--- config.mk ---
export PLATFORM = sky130hd
export DESIGN_NAME = multicycle_ctrl_flat
export DESIGN_NICKNAME = d
export VERILOG_FILES = /design/src/rtl/multicycle_ctrl_if.sv /design/src/rtl/multicycle_ctrl.sv /design/src/flat_wrapper.sv
export SDC_FILE = /design/constraint.sdc
export NUM_CORES = 1
export LEC_CHECK = 0
export BUFFER_PORTS_ARGS = -buffer_cell sky130_fd_sc_hd__buf_2
export CORE_MARGIN = 2
export CORE_UTILIZATION = 25
export CTS_BUF_LIST = sky130_fd_sc_hd__clkbuf_4
export DETAILED_ROUTE_END_ITERATION = 16
export GPL_ROUTABILITY_DRIVEN = 0
export GPL_TIMING_DRIVEN = 0
export HOLD_SLACK_MARGIN = 0.08
export SLEW_MARGIN = 20
export SYNTH_ARGS = -nofsm -noshare
export SYNTH_HDL_FRONTEND = slang
export SYNTH_SLANG_ARGS = --single-unit
--- constraint.sdc ---
create_clock -name clk -period 1.36 [get_ports clk]
set_input_delay 0.068 -clock clk [delete_from_list [all_inputs] [get_ports clk]]
set_output_delay 0.068 -clock clk [all_outputs]
set_load 0.005 [all_outputs]
--- src/rtl/multicycle_ctrl_if.sv ---
// Control/datapath bundle for multicycle_ctrl: IR fields and status in, datapath strobes out.
// master = controller side, slave = datapath side.
interface multicycle_ctrl_if;
   logic [5:0] Opcode;
   logic [5:0] Funct;
   logic       Zero;
   logic       MemReady;
   logic       PCWrite;
   logic       IRWrite;
   logic       IorD;
   logic       MemRead;
   logic       MemWrite;
   logic       RegWrite;
   logic       RegDst;
   logic       MemtoReg;
   logic       ExtOp;
   logic       ALUSrcA;
   logic [1:0] ALUSrcB;
   logic [2:0] ALUOp;
   logic [1:0] PCSource;
   logic       MemErr;
   logic [3:0] State;

   modport master (
      input  Opcode, Funct, Zero, MemReady,
      output PCWrite, IRWrite, IorD, MemRead, MemWrite, RegWrite, RegDst, MemtoReg,
             ExtOp, ALUSrcA, ALUSrcB, ALUOp, PCSource, MemErr, State
   );

   modport slave (
      output Opcode, Funct, Zero, MemReady,
      input  PCWrite, IRWrite, IorD, MemRead, MemWrite, RegWrite, RegDst, MemtoReg,
             ExtOp, ALUSrcA, ALUSrcB, ALUOp, PCSource, MemErr, State
   );
endinterface

--- src/rtl/multicycle_ctrl.sv ---
// Multicycle CPU main control FSM with memory-ready stalls and optional access timeout.
// Define MULTICYCLE_CTRL_TRAP_EN to send undefined opcodes to a sticky TRAP state.
module multicycle_ctrl #(
   parameter int MEM_TIMEOUT = 0,
   parameter int CNT_W       = 8
) (
   input logic               clk,
   input logic               rst_n,
   multicycle_ctrl_if.master bus
);
   typedef enum logic [3:0] {
      S_RESET   = 4'd0,  S_FETCH = 4'd1,  S_DECODE = 4'd2,  S_MEMADDR = 4'd3,
      S_MEMRD   = 4'd4,  S_MEMWB = 4'd5,  S_MEMWR  = 4'd6,  S_REX     = 4'd7,
      S_RWB     = 4'd8,  S_BRANCH = 4'd9, S_JUMP   = 4'd10, S_IEX     = 4'd11,
      S_IWB     = 4'd12, S_TRAP  = 4'd13
   } state_t;

   localparam logic [5:0] OP_RTYPE = 6'b000000;
   localparam logic [5:0] OP_LW    = 6'b100011;
   localparam logic [5:0] OP_SW    = 6'b101011;
   localparam logic [5:0] OP_BEQ   = 6'b000100;
   localparam logic [5:0] OP_J     = 6'b000010;
   localparam logic [5:0] OP_ADDI  = 6'b001000;
   localparam logic [5:0] OP_ANDI  = 6'b001100;
   localparam logic [5:0] OP_ORI   = 6'b001101;

   localparam logic             TMO_EN   = (MEM_TIMEOUT > 0);
   localparam logic [CNT_W-1:0] CNT_LAST = CNT_W'((MEM_TIMEOUT > 0) ? MEM_TIMEOUT - 1 : 0);

   state_t           state_reg, state_next;
   logic [CNT_W-1:0] cnt_reg, cnt_next;
   logic [5:0]       op_reg;
   logic             mem_wait;
   logic             timeout;

   // cnt_reg holds the number of earlier idle wait cycles, so the current cycle is wait number cnt_reg+1
   assign mem_wait = (state_reg == S_FETCH) || (state_reg == S_MEMRD) || (state_reg == S_MEMWR);
   assign timeout  = TMO_EN && mem_wait && !bus.MemReady && (cnt_reg == CNT_LAST);

   always_ff @(posedge clk or negedge rst_n) begin
      if (!rst_n) begin
         state_reg <= S_RESET;
         cnt_reg   <= '0;
         op_reg    <= '0;
      end else begin
         state_reg <= state_next;
         cnt_reg   <= cnt_next;
         if (state_reg == S_DECODE)
            op_reg <= bus.Opcode;
      end
   end

   always_comb begin
      state_next = state_reg;
      case (state_reg)
         S_RESET:   state_next = S_FETCH;
         S_FETCH:   state_next = bus.MemReady ? S_DECODE : S_FETCH;
         S_DECODE: begin
            case (bus.Opcode)
               OP_RTYPE:                 state_next = S_REX;
               OP_LW, OP_SW:             state_next = S_MEMADDR;
               OP_BEQ:                   state_next = S_BRANCH;
               OP_J:                     state_next = S_JUMP;
               OP_ADDI, OP_ANDI, OP_ORI: state_next = S_IEX;
`ifdef MULTICYCLE_CTRL_TRAP_EN
               default:                  state_next = S_TRAP;
`else
               default:                  state_next = S_FETCH;
`endif
            endcase
         end
         S_MEMADDR: state_next = (op_reg == OP_LW) ? S_MEMRD : S_MEMWR;
         S_MEMRD:   state_next = bus.MemReady ? S_MEMWB : (timeout ? S_FETCH : S_MEMRD);
         S_MEMWR:   state_next = (bus.MemReady || timeout) ? S_FETCH : S_MEMWR;
         S_REX:     state_next = S_RWB;
         S_IEX:     state_next = S_IWB;
         S_TRAP:    state_next = S_TRAP;
         default:   state_next = S_FETCH;
      endcase

      // A timeout re-enters FETCH from FETCH, so it must clear the count even without a state change
      cnt_next = cnt_reg;
      if ((state_next != state_reg) || timeout)
         cnt_next = '0;
      else if (mem_wait && !bus.MemReady && (cnt_reg != '1))
         cnt_next = cnt_reg + 1'b1;
   end

   always_comb begin
      bus.PCWrite  = 1'b0;
      bus.IRWrite  = 1'b0;
      bus.IorD     = 1'b0;
      bus.MemRead  = 1'b0;
      bus.MemWrite = 1'b0;
      bus.RegWrite = 1'b0;
      bus.RegDst   = 1'b0;
      bus.MemtoReg = 1'b0;
      bus.ExtOp    = 1'b0;
      bus.ALUSrcA  = 1'b0;
      bus.ALUSrcB  = 2'b00;
      bus.ALUOp    = 3'b000;
      bus.PCSource = 2'b00;
      case (state_reg)
         S_FETCH: begin
            bus.MemRead = 1'b1;
            bus.ALUSrcB = 2'b01;
            bus.IRWrite = bus.MemReady;
            bus.PCWrite = bus.MemReady;
         end
         S_DECODE: begin
            bus.ALUSrcB = 2'b11;
            bus.ExtOp   = 1'b1;
         end
         S_MEMADDR: begin
            bus.ALUSrcA = 1'b1;
            bus.ALUSrcB = 2'b10;
            bus.ExtOp   = 1'b1;
         end
         S_MEMRD: begin
            bus.MemRead = 1'b1;
            bus.IorD    = 1'b1;
         end
         S_MEMWB: begin
            bus.RegWrite = 1'b1;
            bus.MemtoReg = 1'b1;
         end
         S_MEMWR: begin
            bus.MemWrite = 1'b1;
            bus.IorD     = 1'b1;
         end
         S_REX: begin
            bus.ALUSrcA = 1'b1;
            bus.ALUOp   = 3'b010;
         end
         S_RWB: begin
            bus.RegWrite = 1'b1;
            bus.RegDst   = 1'b1;
         end
         S_BRANCH: begin
            bus.ALUSrcA  = 1'b1;
            bus.ALUOp    = 3'b001;
            bus.PCSource = 2'b01;
            bus.PCWrite  = bus.Zero;
         end
         S_JUMP: begin
            bus.PCWrite  = 1'b1;
            bus.PCSource = 2'b10;
         end
         S_IEX: begin
            bus.ALUSrcA = 1'b1;
            bus.ALUSrcB = 2'b10;
            case (op_reg)
               OP_ANDI: bus.ALUOp = 3'b011;
               OP_ORI:  bus.ALUOp = 3'b100;
               default: begin
                  bus.ExtOp = 1'b1;
                  bus.ALUOp = 3'b000;
               end
            endcase
         end
         S_IWB: bus.RegWrite = 1'b1;
         default: ;
      endcase
   end

   assign bus.MemErr = timeout;
   assign bus.State  = state_reg;
endmodule

--- src/flat_wrapper.sv ---
// flat-port wrapper written by rule: the top's interface ports become plain ports
module multicycle_ctrl_flat 
#(
   parameter int MEM_TIMEOUT = 0,
   parameter int CNT_W       = 8
)
  (clk, rst_n, bus_Opcode, bus_Funct, bus_Zero, bus_MemReady, bus_PCWrite, bus_IRWrite, bus_IorD, bus_MemRead, bus_MemWrite, bus_RegWrite, bus_RegDst, bus_MemtoReg, bus_ExtOp, bus_ALUSrcA, bus_ALUSrcB, bus_ALUOp, bus_PCSource, bus_MemErr, bus_State);
  multicycle_ctrl_if bus_i ();
  input logic clk;
  input logic rst_n;
  input wire logic [$bits(bus_i.Opcode)-1:0] bus_Opcode;
  input wire logic [$bits(bus_i.Funct)-1:0] bus_Funct;
  input wire logic [$bits(bus_i.Zero)-1:0] bus_Zero;
  input wire logic [$bits(bus_i.MemReady)-1:0] bus_MemReady;
  output wire logic [$bits(bus_i.PCWrite)-1:0] bus_PCWrite;
  output wire logic [$bits(bus_i.IRWrite)-1:0] bus_IRWrite;
  output wire logic [$bits(bus_i.IorD)-1:0] bus_IorD;
  output wire logic [$bits(bus_i.MemRead)-1:0] bus_MemRead;
  output wire logic [$bits(bus_i.MemWrite)-1:0] bus_MemWrite;
  output wire logic [$bits(bus_i.RegWrite)-1:0] bus_RegWrite;
  output wire logic [$bits(bus_i.RegDst)-1:0] bus_RegDst;
  output wire logic [$bits(bus_i.MemtoReg)-1:0] bus_MemtoReg;
  output wire logic [$bits(bus_i.ExtOp)-1:0] bus_ExtOp;
  output wire logic [$bits(bus_i.ALUSrcA)-1:0] bus_ALUSrcA;
  output wire logic [$bits(bus_i.ALUSrcB)-1:0] bus_ALUSrcB;
  output wire logic [$bits(bus_i.ALUOp)-1:0] bus_ALUOp;
  output wire logic [$bits(bus_i.PCSource)-1:0] bus_PCSource;
  output wire logic [$bits(bus_i.MemErr)-1:0] bus_MemErr;
  output wire logic [$bits(bus_i.State)-1:0] bus_State;
  assign bus_i.Opcode = bus_Opcode;
  assign bus_i.Funct = bus_Funct;
  assign bus_i.Zero = bus_Zero;
  assign bus_i.MemReady = bus_MemReady;
  assign bus_PCWrite = bus_i.PCWrite;
  assign bus_IRWrite = bus_i.IRWrite;
  assign bus_IorD = bus_i.IorD;
  assign bus_MemRead = bus_i.MemRead;
  assign bus_MemWrite = bus_i.MemWrite;
  assign bus_RegWrite = bus_i.RegWrite;
  assign bus_RegDst = bus_i.RegDst;
  assign bus_MemtoReg = bus_i.MemtoReg;
  assign bus_ExtOp = bus_i.ExtOp;
  assign bus_ALUSrcA = bus_i.ALUSrcA;
  assign bus_ALUSrcB = bus_i.ALUSrcB;
  assign bus_ALUOp = bus_i.ALUOp;
  assign bus_PCSource = bus_i.PCSource;
  assign bus_MemErr = bus_i.MemErr;
  assign bus_State = bus_i.State;
  multicycle_ctrl #(.MEM_TIMEOUT(MEM_TIMEOUT), .CNT_W(CNT_W)) u_core (.clk(clk), .rst_n(rst_n), .bus(bus_i));
endmodule
Yosys cells after proc, flatten, opt, wreduce, memory -nomap -nowiden
Cells that the tools add are included.
Widths: inputs -> output; s select.
{"block": "totals", "mem_bits_rw": 0, "inputBits": 16, "latch_bits": 0, "romBits": 0, "n_memories": 0, "reg_bits": 10}
{"block": "op_classes", "div_mod_pow": 0, "reduce_logical": 10, "mux": 21, "bitwise": 0, "shift": 0, "magnitude_cmp": 0, "mul": 0, "add_sub_neg": 0, "eq_ne": 23}
{"cell": "$pmux 4 s8", "n": 1}
{"cell": "$eq 6x4->1 const B", "n": 5}
{"cell": "$eq 4x4->1 const B", "n": 6}
{"cell": "$pmux 4 s5", "n": 1}
{"cell": "$eq 6x6->1 const B", "n": 3}
{"cell": "$eq 4x3->1 const B", "n": 4}
{"cell": "$reduce_or 2->1", "n": 6}
{"cell": "$mux 1", "n": 10}
{"cell": "$pmux 3 s3", "n": 1}
{"cell": "$eq 4x2->1 const B", "n": 2}
{"cell": "$eq 6x2->1 const B", "n": 1}
{"cell": "$eq 6x3->1 const B", "n": 1}
{"cell": "$logic_not 6->1", "n": 1}
{"cell": "$pmux 2 s3", "n": 1}
{"cell": "$pmux 3 s2", "n": 1}
{"cell": "$reduce_or 3->1", "n": 2}
{"cell": "$eq 4x1->1 const B", "n": 1}
{"cell": "$mux 2", "n": 2}
{"cell": "$pmux 2 s2", "n": 1}
{"cell": "$reduce_or 4->1", "n": 1}
{"cell": "$mux 3", "n": 1}
{"cell": "$pmux 1 s3", "n": 1}
{"cell": "$pmux 1 s2", "n": 1}

Logic depth before layout (Yosys ltp)
{"block": "depth", "word_depth": 4, "ltp_mapped": 5, "depth_no_buf": 3}

Least setup slack after synthesis
Ideal clock, no wire load.
{"block": "synth_path", "path_type": "register -> register", "start": "reg u_core.state_reg[0], in the netlist u_core.bus.State[0]", "end": "reg u_core.op_reg[0]", "setup_time_ns": 0.125, "required_ns": 1.235, "arrival_time_ns": 1.326, "path_stages_with_launch": 4, "period_less_slack_ns": 1.451, "slack_ns": -0.091, "path_cell_list": "dfrtp_1 buf_6 nor4b_4 mux2_2"}
{"block": "synth_between", "elab_chain_cells": 1}
{"element": "start: declaration", "line_no": "multicycle_ctrl.sv:30", "rtl": "state_t state_reg, state_next;"}
{"element": "start signal: assignment", "line_no": "multicycle_ctrl.sv:46", "rtl": "state_reg <= state_next;"}
{"element": "$eq 4x2->1", "line_no": "multicycle_ctrl.sv:48", "rtl": "if (state_reg == S_DECODE)"}
{"element": "end signal: assignment", "line_no": "multicycle_ctrl.sv:49", "rtl": "op_reg <= bus.Opcode;"}
{"element": "end: declaration", "line_no": "multicycle_ctrl.sv:32", "rtl": "logic [5:0] op_reg;"}
Every way passes these cells.
A chain may end at the register's enable or synchronous reset.

Worst setup path in the final report
{"block": "layout_path", "start": "reg u_core.op_reg[4]", "end": "out bus_ALUOp[0]"}
{"block": "layout_between", "elab_chain_cells": 3, "elab_cells_between_ends": 4, "classes_between": "2 x eq/ne; 2 x mux"}
{"element": "$eq 6x4->1", "line_no": "multicycle_ctrl.sv:152", "rtl": "case (op_reg)"}
{"element": "$pmux 3 s2 *", "line_no": "multicycle_ctrl.sv:152"}
{"element": "$pmux 3 s3 *", "line_no": "multicycle_ctrl.sv:103", "rtl": "case (state_reg)"}
{"element": "end: declaration", "line_no": "flat_wrapper.sv:26", "rtl": "output wire logic [$bits(bus_i.ALUOp)-1:0] bus_ALUOp;"}
Mark *: on every way between the ends. The rest lies on a longest branch, timed or not.

==> flow_metrics.py <==
metrics = {
    "status": {
        "run_status": "complete, but fails checks",
        "failed_checks": "setup timing",
    },
    "layout": {
        "diodes": 0,
        "drive_gt1_share_pct": 68.3,
        "n_fill_cell": 295,
        "utilization_pct": 51.7,
        "largest_reg_flops": 6,
        "nets": 184,
        "syn_to_final_growth_pct": 102,
    },
    "setup_path": {
        "crit_type": "register to primary output",
        "worstReg2RegStart": "u_core.bus.State[0]",
        "worstRegToRegCells": 5,
        "r2r-end": "u_core.op_reg[1]",
        "crit_path_end_kind": "primary output",
        "worstPathRequired_ns": 1.29,
        "endpoint": "bus_ALUOp[0]",
        "crit_path_max_incr_delay_ns": 0.49,
        "path_max_fanout": 2,
        "cp-start-kind": "register",
        "arrival_ns": 1.61,
        "crit_path_start": "u_core.op_reg[4]",
        "path_cells": "nor2_1, or4b_4, a211oi_2, buf_2",
        "cpMaxStageDelayCell": "or4b_4",
        "reg2reg_slack_ns": -0.12,
    },
    "synth": {
        "avgSynthCellArea_um2": 8.76,
        "yosys-top-cells-area": "dfrtp_1 30%, mux2_2 8.0%, nor2_1 5.8%",
        "ys_ff_latch": 10,
        "syn-cell-area_um2": 841,
        "yosys.area.top_type": "dfrtp_1",
        "ys.warnings.count": 0,
        "syn_nets": 112,
        "synth_top_area_share_pct": 29.8,
        "syn_inst": 96,
        "ys_types": 45,
        "yosysSeqAreaShare_pct": 29.8,
    },
    "clock_network": {
        "clock_sinks": 10,
        "clk_pin_slew_worst_paths_ns": 0.07,
        "clock_path_buffers": 2,
        "h-tree-depth": 1,
        "clock-root-buffer": "clkbuf_4",
        "insertion_delay_ns": 0.26,
        "cts_tree": "built",
        "numCtsBuffers": 3,
    },
    "drt": {
        "wl_mm": 3.31,
        "wire_per_inst_um": 15.5,
        "vias": 1077,
        "drc": 0,
        "drtAntennaViolNets": 0,
        "firstDrtPassIters": 4,
        "post_drt_via_cell_ratio": 5.06,
        "drt_iter0_markers": 42,
    },
    "floorplan": {
        "die_w_um": 62.0,
        "ios": 38,
        "core_area_um2": 3280,
        "num_rows": 21,
        "initial_core_util_pct": 25.6,
        "fp.dieArea_um2": 3840,
        "die_h_um": 62.0,
    },
    "sta": {
        "fin_ws_ns": -0.314,
        "period_share_pct": 123,
        "rsz0062_at_grt": "yes",
        "fmaxAchievable_ghz": 0.597,
        "skew_ns": 0.00607,
        "worst_hold_slack_ns": 0.0956,
        "fin_crit_ns": 1.67,
        "finalSetupViolCount": 24,
        "maxSlewViolCount": 0,
        "hold_violations": 0,
    },
    "grt": {
        "grt_pass1_wl_mm": 4.64,
        "grt_max_degree": 11,
        "grt_pass1_vias": 987,
        "antenna_found_initial": 0,
        "grt_use_total_pct": 16.3,
        "grt-ovfl-total": 0,
    },
    "placed_design": {
        "place_hpwl_mm": 1.74,
        "port_buffers": 30,
    },
    "flow_run": {
        "maxCapViolations": 0,
    },
    "power_and_ir_drop": {
        "power.density_nw_per_um2": 2300,
        "p_leak_uw": 0.000780,
        "worst_ir_drop_vdd_mv": 0.686,
    },
    "worst_hold_path": {
        "hp-class": "input port to register",
    },
}
[metal layers]
| layer | share of wire [%] | global-route usage (%) |
|---|---|---|
| met2 | 51 | 28.9 |
| met4 | 2.9 | 5.47 |
| met3 | 6.1 | 2.69 |
| met1 | 40 | 19.9 |
| met5 | 0 | 0 |
[kinds of logic (layout without fill, tap and decap cells)]
| kind of cell | count (synthesis) | count (layout) | share of synthesized area (%) |
|---|---|---|---|
| AO/OA/AOI/OAI | 20 | 20 | 17.9 |
| XOR/XNOR | 1 | 1 | 1.04 |
| multiplexers | 6 | 6 | 8.04 |
| AND/OR/NAND/NOR | 49 | 49 | 35.9 |
| buffers and inverters | 9 | 80 | 6.99 |
| other | 1 | 1 | 0.446 |
| flip-flops | 10 | 10 | 29.8 |
[cell usage in the layout (no fill, tap or decap), types with 3 or more instances in the layout]
master and instances:
nor2b_1 4, buf_4 19, nand2_1 4, buf_6 22, mux2_4 6, nor2_2 3
a21oi_1 3, nor2_4 3, dfrtp_1 9, clkbuf_4 3, nor2_1 7, buf_2 29
[where the power goes]
group	total [µW]	switching [µW]	internal [µW]
combinational	3140	1320	1820
sequential	558	113	445
clock	207	101	106
total	3900	1530	2370
[synth_stat cells, drive strengths merged]
| master | n |
|---|---|
| or4b | 1 |
| or4 | 2 |
| nor4b | 2 |
| o221ai | 1 |
| inv | 2 |
| nand2 | 6 |
| a211oi | 1 |
| nand3 | 1 |
| conb | 1 |
| o31a | 1 |
| o22ai | 1 |
| o21ai | 2 |
| a311oi | 1 |
| nor3 | 3 |
| nand3b | 1 |
| mux2 | 6 |
| a211o | 1 |
| a31o | 1 |
| buf | 7 |
| o21ba | 1 |
| or3 | 1 |
| a31oi | 1 |
| and2 | 2 |
| a21boi | 1 |
| nor3b | 1 |
| o2111ai | 1 |
| a221oi | 1 |
| or2b | 3 |
| a22o | 1 |
| dfrtp | 10 |
| nor4bb | 2 |
| nor2 | 13 |
| a21oi | 3 |
| nand2b | 3 |
| nor4 | 1 |
| o41ai | 2 |
| nand4 | 1 |
| and3 | 1 |
| nor2b | 5 |
| xnor2 | 1 |
[stage by stage]
step	total power, µW	instances	setup slack, ns	setup TNS (ns)	instance area (µm²)
2_1_floorplan	1520	96	-0.0912	-0.547	841
3_3_place_gp	1940	172	-0.188	-1.47	1050
3_5_place_dp	1970	172	-0.256	-1.98	1050
4_1_cts	3220	205	-0.265	-2.12	1470
5_1_grt	4130	213	-0.388	-4.15	1700
6_report	3900	213	-0.314	-2.89	1700
[worst min-delay path by stage]
stage / start / endpoint / slack (ns) / cells after the start
2_1_floorplan: rst_n / u_core.bus.State[0] / -0.23 / 0
3_3_place_gp: rst_n / u_core.bus.State[1] / -0.06 / 1
3_5_place_dp: rst_n / u_core.bus.State[0] / -0.05 / 1
4_1_cts: bus_Opcode[3] / u_core.op_reg[3] / 0.09 / 2
5_1_grt: bus_Opcode[0] / u_core.op_reg[0] / 0.09 / 2
6_report: bus_Opcode[0] / u_core.op_reg[0] / 0.1 / 2
[critical path, delay by kind of cell (launching register included)]
family / cells / cell delay (ns)
AO/OA/AOI/OAI: 1 / 0.22
buffers and inverters: 1 / 0.15
flip-flops: 1 / 0.40
AND/OR/NAND/NOR: 2 / 0.58
[cell type report]
cell class / instances / area, µm² / share of cell area [%]
multi-input combinational: 77 / 739 / 43.6
clock buffer: 3 / 22.5 / 1.33
timing repair buffer: 67 / 531 / 31.3
clock inverter: 1 / 3.75 / 0.221
buffer: 7 / 80.1 / 4.72
tap: 46 / 57.6 / 3.39
inverter: 2 / 11.3 / 0.664
sequential: 10 / 251 / 14.8
[timing repair]
action	4_1_cts	5_1_grt
hold buffers	1	0
cloned	1	1
setup buffers	27	8
setup endpoints to repair	26	27
hold endpoints to repair	10	0
pin swaps	10	11
resized for setup	49	26
No activity file was read; power rests on OpenSTA's default activity.
